**src/rtl/simple_bfm_target.sv**
```systemverilog
// Request responder for the simple BFM: acknowledges each req/data handshake after
// ACK_DELAY wait cycles and buffers accepted bytes in a show-ahead FIFO drained by valid/ready.
module simple_bfm_target #(
  parameter int unsigned DEPTH     = 4,
  parameter int unsigned ACK_DELAY = 1
) (
  input  logic                       clk,
  input  logic                       rst,
  input  logic                       req,
  input  logic [7:0]                 data,
  output logic                       ack,
  output logic                       out_valid,
  output logic [7:0]                 out_data,
  input  logic                       out_ready,
  output logic [$clog2(DEPTH):0]     level,
  output logic [15:0]                xfer_count,
  output logic                       err
);

  localparam int unsigned PW = $clog2(DEPTH);
  localparam int unsigned LW = PW + 1;
  localparam logic [LW-1:0] FULL_LVL = LW'(DEPTH);
  localparam logic [3:0]    DLY_INIT = 4'(ACK_DELAY);

  typedef enum logic [1:0] {
    IDLE = 2'd0,
    WAIT = 2'd1,
    ACK  = 2'd2
  } state_t;

  state_t          state_q;
  logic [3:0]      dly_q;
  logic            ack_q;
  logic            err_q;
  logic [15:0]     xfer_count_q;

  logic [7:0]      mem_q [DEPTH];
  logic [PW-1:0]   wr_ptr_q, wr_ptr_d;
  logic [PW-1:0]   rd_ptr_q, rd_ptr_d;
  logic [LW-1:0]   level_q,  level_d;

  logic            full;
  logic            push;
  logic            pop;

  // Full is judged on the current level only, so a same-edge pop never makes room for a push.
  assign full = (level_q == FULL_LVL);
  assign push = (state_q == WAIT) && req && (dly_q == 4'd0) && !full;
  assign pop  = (level_q != '0) && out_ready;

  // NOTE: every variable written in always_comb gets a default first, so no latch is inferred.
  always_comb begin
    level_d  = level_q;
    wr_ptr_d = wr_ptr_q;
    rd_ptr_d = rd_ptr_q;
    if (push) wr_ptr_d = wr_ptr_q + PW'(1);
    if (pop)  rd_ptr_d = rd_ptr_q + PW'(1);
    case ({push, pop})
      2'b10:   level_d = level_q + LW'(1);
      2'b01:   level_d = level_q - LW'(1);
      default: level_d = level_q;
    endcase
  end

  // NOTE: sequential state uses non-blocking assignments so every flop samples pre-edge values.
  always_ff @(posedge clk or posedge rst) begin
    if (rst) begin
      state_q      <= IDLE;
      dly_q        <= 4'd0;
      ack_q        <= 1'b0;
      err_q        <= 1'b0;
      xfer_count_q <= 16'd0;
    end else begin
      ack_q <= 1'b0;
      case (state_q)
        IDLE: begin
          if (req) begin
            dly_q   <= DLY_INIT;
            state_q <= WAIT;
          end
        end
        WAIT: begin
          if (!req) begin
            err_q   <= 1'b1;
            state_q <= IDLE;
          end else if (dly_q != 4'd0) begin
            dly_q <= dly_q - 4'd1;
          end else if (push) begin
            ack_q        <= 1'b1;
            xfer_count_q <= xfer_count_q + 16'd1;
            state_q      <= ACK;
          end
        end
        ACK:     state_q <= IDLE;
        default: state_q <= IDLE;
      endcase
    end
  end

  always_ff @(posedge clk or posedge rst) begin
    if (rst) begin
      wr_ptr_q <= '0;
      rd_ptr_q <= '0;
      level_q  <= '0;
    end else begin
      wr_ptr_q <= wr_ptr_d;
      rd_ptr_q <= rd_ptr_d;
      level_q  <= level_d;
    end
  end

  // NOTE: the storage array is deliberately not reset; level and pointers alone define validity.
  always_ff @(posedge clk) begin
    if (push) mem_q[wr_ptr_q] <= data;
  end

  assign ack        = ack_q;
  assign err        = err_q;
  assign xfer_count = xfer_count_q;
  assign level      = level_q;
  assign out_valid  = (level_q != '0);
  assign out_data   = mem_q[rd_ptr_q];

endmodule

```
**config.mk**
```make
export PLATFORM = sky130hd
export DESIGN_NAME = simple_bfm_target
export DESIGN_NICKNAME = d
export VERILOG_FILES = /design/src/rtl/simple_bfm_target.sv
export SDC_FILE = /design/constraint.sdc
export NUM_CORES = 1
export LEC_CHECK = 0
export CAP_MARGIN = 20
export CORE_MARGIN = 1
export CORE_UTILIZATION = 41
export CTS_BUF_LIST = sky130_fd_sc_hd__clkbuf_4
export CTS_CLUSTER_SIZE = 8
export DETAILED_ROUTE_END_ITERATION = 8
export GPL_TIMING_DRIVEN = 0
export PLACE_DENSITY = 0.62
export RECOVER_POWER = 50
export SYNTH_ARGS = -nofsm -noshare
export SYNTH_HDL_FRONTEND = slang
export SYNTH_SLANG_ARGS = --single-unit
```
**constraint.sdc**
```tcl
create_clock -name clk -period 3.1 [get_ports clk]
set_input_delay 0.62 -clock clk [delete_from_list [all_inputs] [get_ports clk]]
set_output_delay 0.62 -clock clk [all_outputs]
set_load 0.02 [all_outputs]
```
* Word-level counts from Yosys, hierarchy flattened *
Memories as Yosys holds them, arrays and structs flattened.
Index checks and enable logic that the tools add are counted.

storage, ports and cells
  bits of input ports = 12
  output and inout bits = 30
  word-level logic and storage cells = 56
  memories = 1
  bits in writable memories = 32
  bits in read-only memories = 0
  latch bits = 0
  register bits after elaboration = 31

memory list
  memory  words  bits a word  read ports  clocked after Yosys merged registers in  write ports  RTL line  RTL
  mem_q   4      8            1           0                                        1            37        logic [7:0] mem_q [DEPTH];

cells by class
  magnitude comparators = 0
  muxes and demuxes = 15
  shifts and indexed selects = 0
  $mul = 0
  equality and inequality tests = 9
  $add $sub $neg = 6
  divide/modulo/power cells = 0
  reduce and logical (&&, ||, !) cells = 15
  bitwise gates (word level) = 2

operator list
  cell                     count
  $add A16 B1 Y16 const B  1
  $mux W4                  3
  $mux W2                  4
  $pmux W4 S2              1
  $reduce_and A4 Y1        2
  $ne A3 B3 Y1 const B     2
  $pmux W3 S2              1
  $mux W1                  5
  $add A2 B1 Y2 const B    2
  $eq A2 B1 Y1 const B     2
  $logic_and A1 B1 Y1      4
  $logic_not A4 Y1         1
  $ne A2 B2 Y1 const B     2
  $pmux W2 S2              1
  $reduce_bool A2 Y1       2
  $reduce_bool A4 Y1       1
  $sub A4 B1 Y4 const B    1
  $add A3 B1 Y3 const B    1
  $eq A3 B3 Y1 const B     1
  $reduce_and A3 Y1        1
  $reduce_bool A3 Y1       1
  $sub A3 B1 Y3 const B    1
  $eq A2 B2 Y1 const B     1
  $logic_not A2 Y1         1
  4 further kinds          5

* Logic depth before layout (Yosys ltp) *
  depth after elaboration = 8
  gate-level depth with buffers = 12
  mapped depth without buffers = 11

* Least setup slack after synthesis *
No wires, ideal clock.

  path type = input port to flip-flop
  from = in req
  to = reg level_q[2], in the netlist level[2]
  path buffers = 2
  library setup time = 0.080 ns
  required time = 3.020 ns
  setup slack = 0.788 ns
  data arrival time = 2.232 ns
  stages on the path = 11
  cell sequence = nand2b_1 > clkbuf_1 > nor3b_4 > buf_6 > inv_1 > ha_1 > inv_1 > fa_1 > xor2_1 > nor2_1 > xor2_1

between the ends
  cells in the longest elaborated chain, start to end = 5
  elaborated cells on any way between the ends = 7
  classes of those cells = 2 x eq/ne; 1 x mux; 4 x reduce/logical

RTL lines
  element                                                   RTL line  RTL
  from (decl)                                               9         input logic req,
  $logic_and A1 B1 Y1 (*) (3 in series)                     48        assign push = (state_q == WAIT) && req && (dly_q == 4'd0) && !full;
  $eq A2 B1 Y1 / $eq A2 B2 Y1 (equally long branches)       58        case ({push, pop})
  $pmux W3 S2 / $reduce_bool A2 Y1 (equally long branches)  --
  to (signal assigned)                                      108       level_q <= level_d;
  to (decl)                                                 40        logic [LW-1:0] level_q, level_d;

Mark *: on every way between the ends. The rest lies on a longest branch, timed or not.
A chain may end at the register's enable or synchronous reset.

* Final worst setup path *
  from = reg rd_ptr_q[0]
  to = out out_data[4]

between the ends
  cells in the longest elaborated chain, start to end = 1

RTL lines
  element                 RTL line  RTL
  from (decl)             39        logic [PW-1:0] rd_ptr_q, rd_ptr_d;
  from (signal assigned)  107       rd_ptr_q <= rd_ptr_d;
  $mem_v2 Z4 W8           --
  to (decl)               13        output logic [7:0] out_data,

Every way passes these cells.

==> summary.md <==
| Metric | Value |
|---|---|
| Status | completed |
| Synth cell count leaders | 32 x edfxtp_1, 31 x dfrtp_1, 11 x inv_1, 11 x xor2_1, 9 x xnor2_1 |
| Maxcap violations | 0 |
| Sink Count | 63 |
| CP bufs+invs | 2 |
| 1st-iter DRT viols | 102 |
| CP delay by family, top | buffers and inverters |
| Overall routing resource usage | 15.1% |
| Die height | 82.9 µm |
| Synthesized cell area | 2680 µm² |
| Seq/Total Area, Yosys | 64.7% |
| Routed len/inst | 14.7 µm |
| Post-route ant nets | 0 |
| Wirelength, routed | 4560 µm |
| Drt via density | 5.02 |
| CP required | 2.48 ns |
| Core Area | 6350 µm² |
| RSZ-0062 raised after global routing | no |
| # rows | 29 |
| HPWL Detailed | 3080 µm |
| Ys Warns | 0 |
| CP Data Arrival Time | 2.16 ns |
| Min Hold Slack | 0.483 ns |
| Yosys reg bits | 63 |
| Clock Skew | 0.00850 ns |
| Number of synthesized flops with an enable pin | 32 |
| Cell Count, Final, Fillers Out | 311 |
| Fillers | 546 |
| Final Slew Violations | 0 |
| Most common cell in the synthesized netlist | edfxtp_1 |
| Slew @ Worst Pin | 1.18 ns |
| Post-synth top flop | edfxtp_1 |
| Port Buf Inserts | 41 |
| Slowest CP cell | mux4_2 |
| Synth area leader | edfxtp_1 |
| Top post-synthesis cells by area | edfxtp_1 36%, dfrtp_1 29%, mux4_2 6.7%, ha_1 3.7%, xor2_1 3.6% |
| Peak fanout along the critical path | 10 |
| Maximum VDD drop | 0.347 mV |
| Pwr Total | 2.47 mW |
| P_leak | 1.33 nW |
| Resize count post-CTS | 0 |
| Mapped Avg Cell Area | 15.2 µm² |
| Async SR Flop Fraction | 49.2% |
| Pwr/cell area | 746 nW/µm² |
| Worst rel slew slack | 21.5% |
| Sequential cell area | 1740 µm² |
| Post-synth top area share | 35.8% |
| Grt total ovfl | 0 |
| Deepest clock path buffer count | 2 |
| Mapped Nets | 197 |
| Area taken by multi-input logic gates | 871 µm² |
| Placed insts | 295 |
| Setup repair bufs after CTS | 0 |
| Cells after Synth | 176 |
| TritonCTS clock tree | built |
| DR vias | 1560 |
| Largest net degree at the start of global routing | 23 |
| Final setup violation count | 0 |
| Vias in the first global route | 1636 |
| Drt pass-1 iters | 4 |
| CP max stage delay | 0.56 ns |
| Num ports | 42 |
| Fmax | 359 MHz |
| H-tree depth | 3 |
| Layout area overhead | 23.6% |
| CP Launch Type | flop |
| TritonCTS Buffers | 9 |
| Width of the die | 82.9 µm |
| Final RePlAce weighted congestion | 0.725 |
| Hold buffers post-CTS | 0 |
| Post-synth cell types | 41 |
| First-pass GRT wire length | 7780 µm |
| Root Buffer | clkbuf_4 |
| Clk slew on worst S/H paths | 0.10 ns |
| Hold Vio Cnt, Final | 0 |
| Die area | 6870 µm² |
| Critical path, cell by cell | buf_2 > mux4_2 > clkdlybuf4s50_1 |
| N_diodes | 0 |
| # DRC | 0 |
| Clock latency on the worst-skew pair | 0.39 ns |
| Initial Utilization | 42.2% |
| Min-delay worst type | flop to flop |
| Post-route minimum period | 2.78 ns |
| Final #Nets | 250 |
| Final period utilization | 89.7% |
| Share of cells above drive strength 1 | 13.2% |
| Kind of critical path | flop to primary output |
| Initial antenna violation count | 0 |
| Crit end category | primary output |
[kinds of logic after synthesis]
kind of cell | Yosys count | share of synthesized area, %
DFF | 63 | 64.7
and+or+nand+nor | 50 | 11.6
xor gates and xnor gates | 21 | 7.14
buffers and inverters | 15 | 2.42
muxes | 10 | 7.51
adders and majority gates | 9 | 4.48
AOI/OAI and AO/OA | 8 | 2.15
[sequential cells by signal, summed over array words and instances (netlist names)]
| name | flops |
|---|---|
| ack | 1 |
| dly_q | 4 |
| err | 1 |
| level | 3 |
| mem_q | 32 |
| rd_ptr_q | 2 |
| state_q | 2 |
| wr_ptr_q | 2 |
| xfer_count | 16 |
[cell usage in the layout (no fill, tap or decap), types with 9 or more instances in the layout]
cell             synthesis  final
edfxtp_1                32     32
dfrtp_1                 31     31
clkdlybuf4s50_1          0     31
inv_1                   11     11
xor2_1                  11     11
dlygate4sd3_1            0     10
xnor2_1                  9      9
clkbuf_4                 0      9
[layer usage]
layer	vias up	track usage (%)	share of wire (%)
met1	760	18.9	46
li1	745	-	-
met5	-	0	0
met2	45	22.7	46
met4	0	8.93	2.5
met3	10	5.17	5.6
[where the power goes]
group / internal (mW) / switching, mW / total [mW]
combinational: 0.430 / 0.435 / 0.865
sequential: 0.990 / 0.0906 / 1.08
clock: 0.239 / 0.289 / 0.528
total: 1.66 / 0.814 / 2.47
[stage by stage]
step	setup TNS [ns]	instance area, µm²	setup slack (ns)	util (%)
after floorplan	0	2680	0.788	-
after global placement	0	3190	0.0245	50.2
after detailed placement	-0.00595	3220	-0.00595	50.7
after CTS	0	3350	0.263	52.7
after global routing	0	3310	0.189	52.2
final	0	3310	0.318	52.2
[worst register-to-register path, stage by stage (launching register included)]
cell and delay, ns:
dfrtp_1 0.42, inv_1 0.08, ha_1 0.16, and4bb_1 0.33, nor3b_4 0.45, buf_6 0.21, inv_1 0.05, ha_1 0.22
inv_1 0.08, fa_1 0.18, xor2_1 0.15, nor2_1 0.06, xor2_1 0.14
[layout make-up]
cell class,instances,share of cell area [%]
Clock buffer,9,2.04
Sequential cell,63,52.4
Clock inverter,7,1.93
Multi-Input combinational cell,98,26.3
Inverter,11,1.25
Buffer,4,0.717
Timing Repair Buffer,42,12.5
Tap cell,77,2.91
[final timing paths]
check,startpoint,end,slack (ns),cells after the start
max,rd_ptr_q[0],out_data[4],0.32,3
min,xfer_count[15],xfer_count[15],0.48,1
max reg2reg,dly_q[0],level[2],0.46,12
min reg2reg,xfer_count[15],xfer_count[15],0.48,1
max in group asynchronous,rst,state_q[1],1.06,3
min in group asynchronous,rst,rd_ptr_q[0],0.63,2
Note: power is estimated with default switching activity, not from simulation.
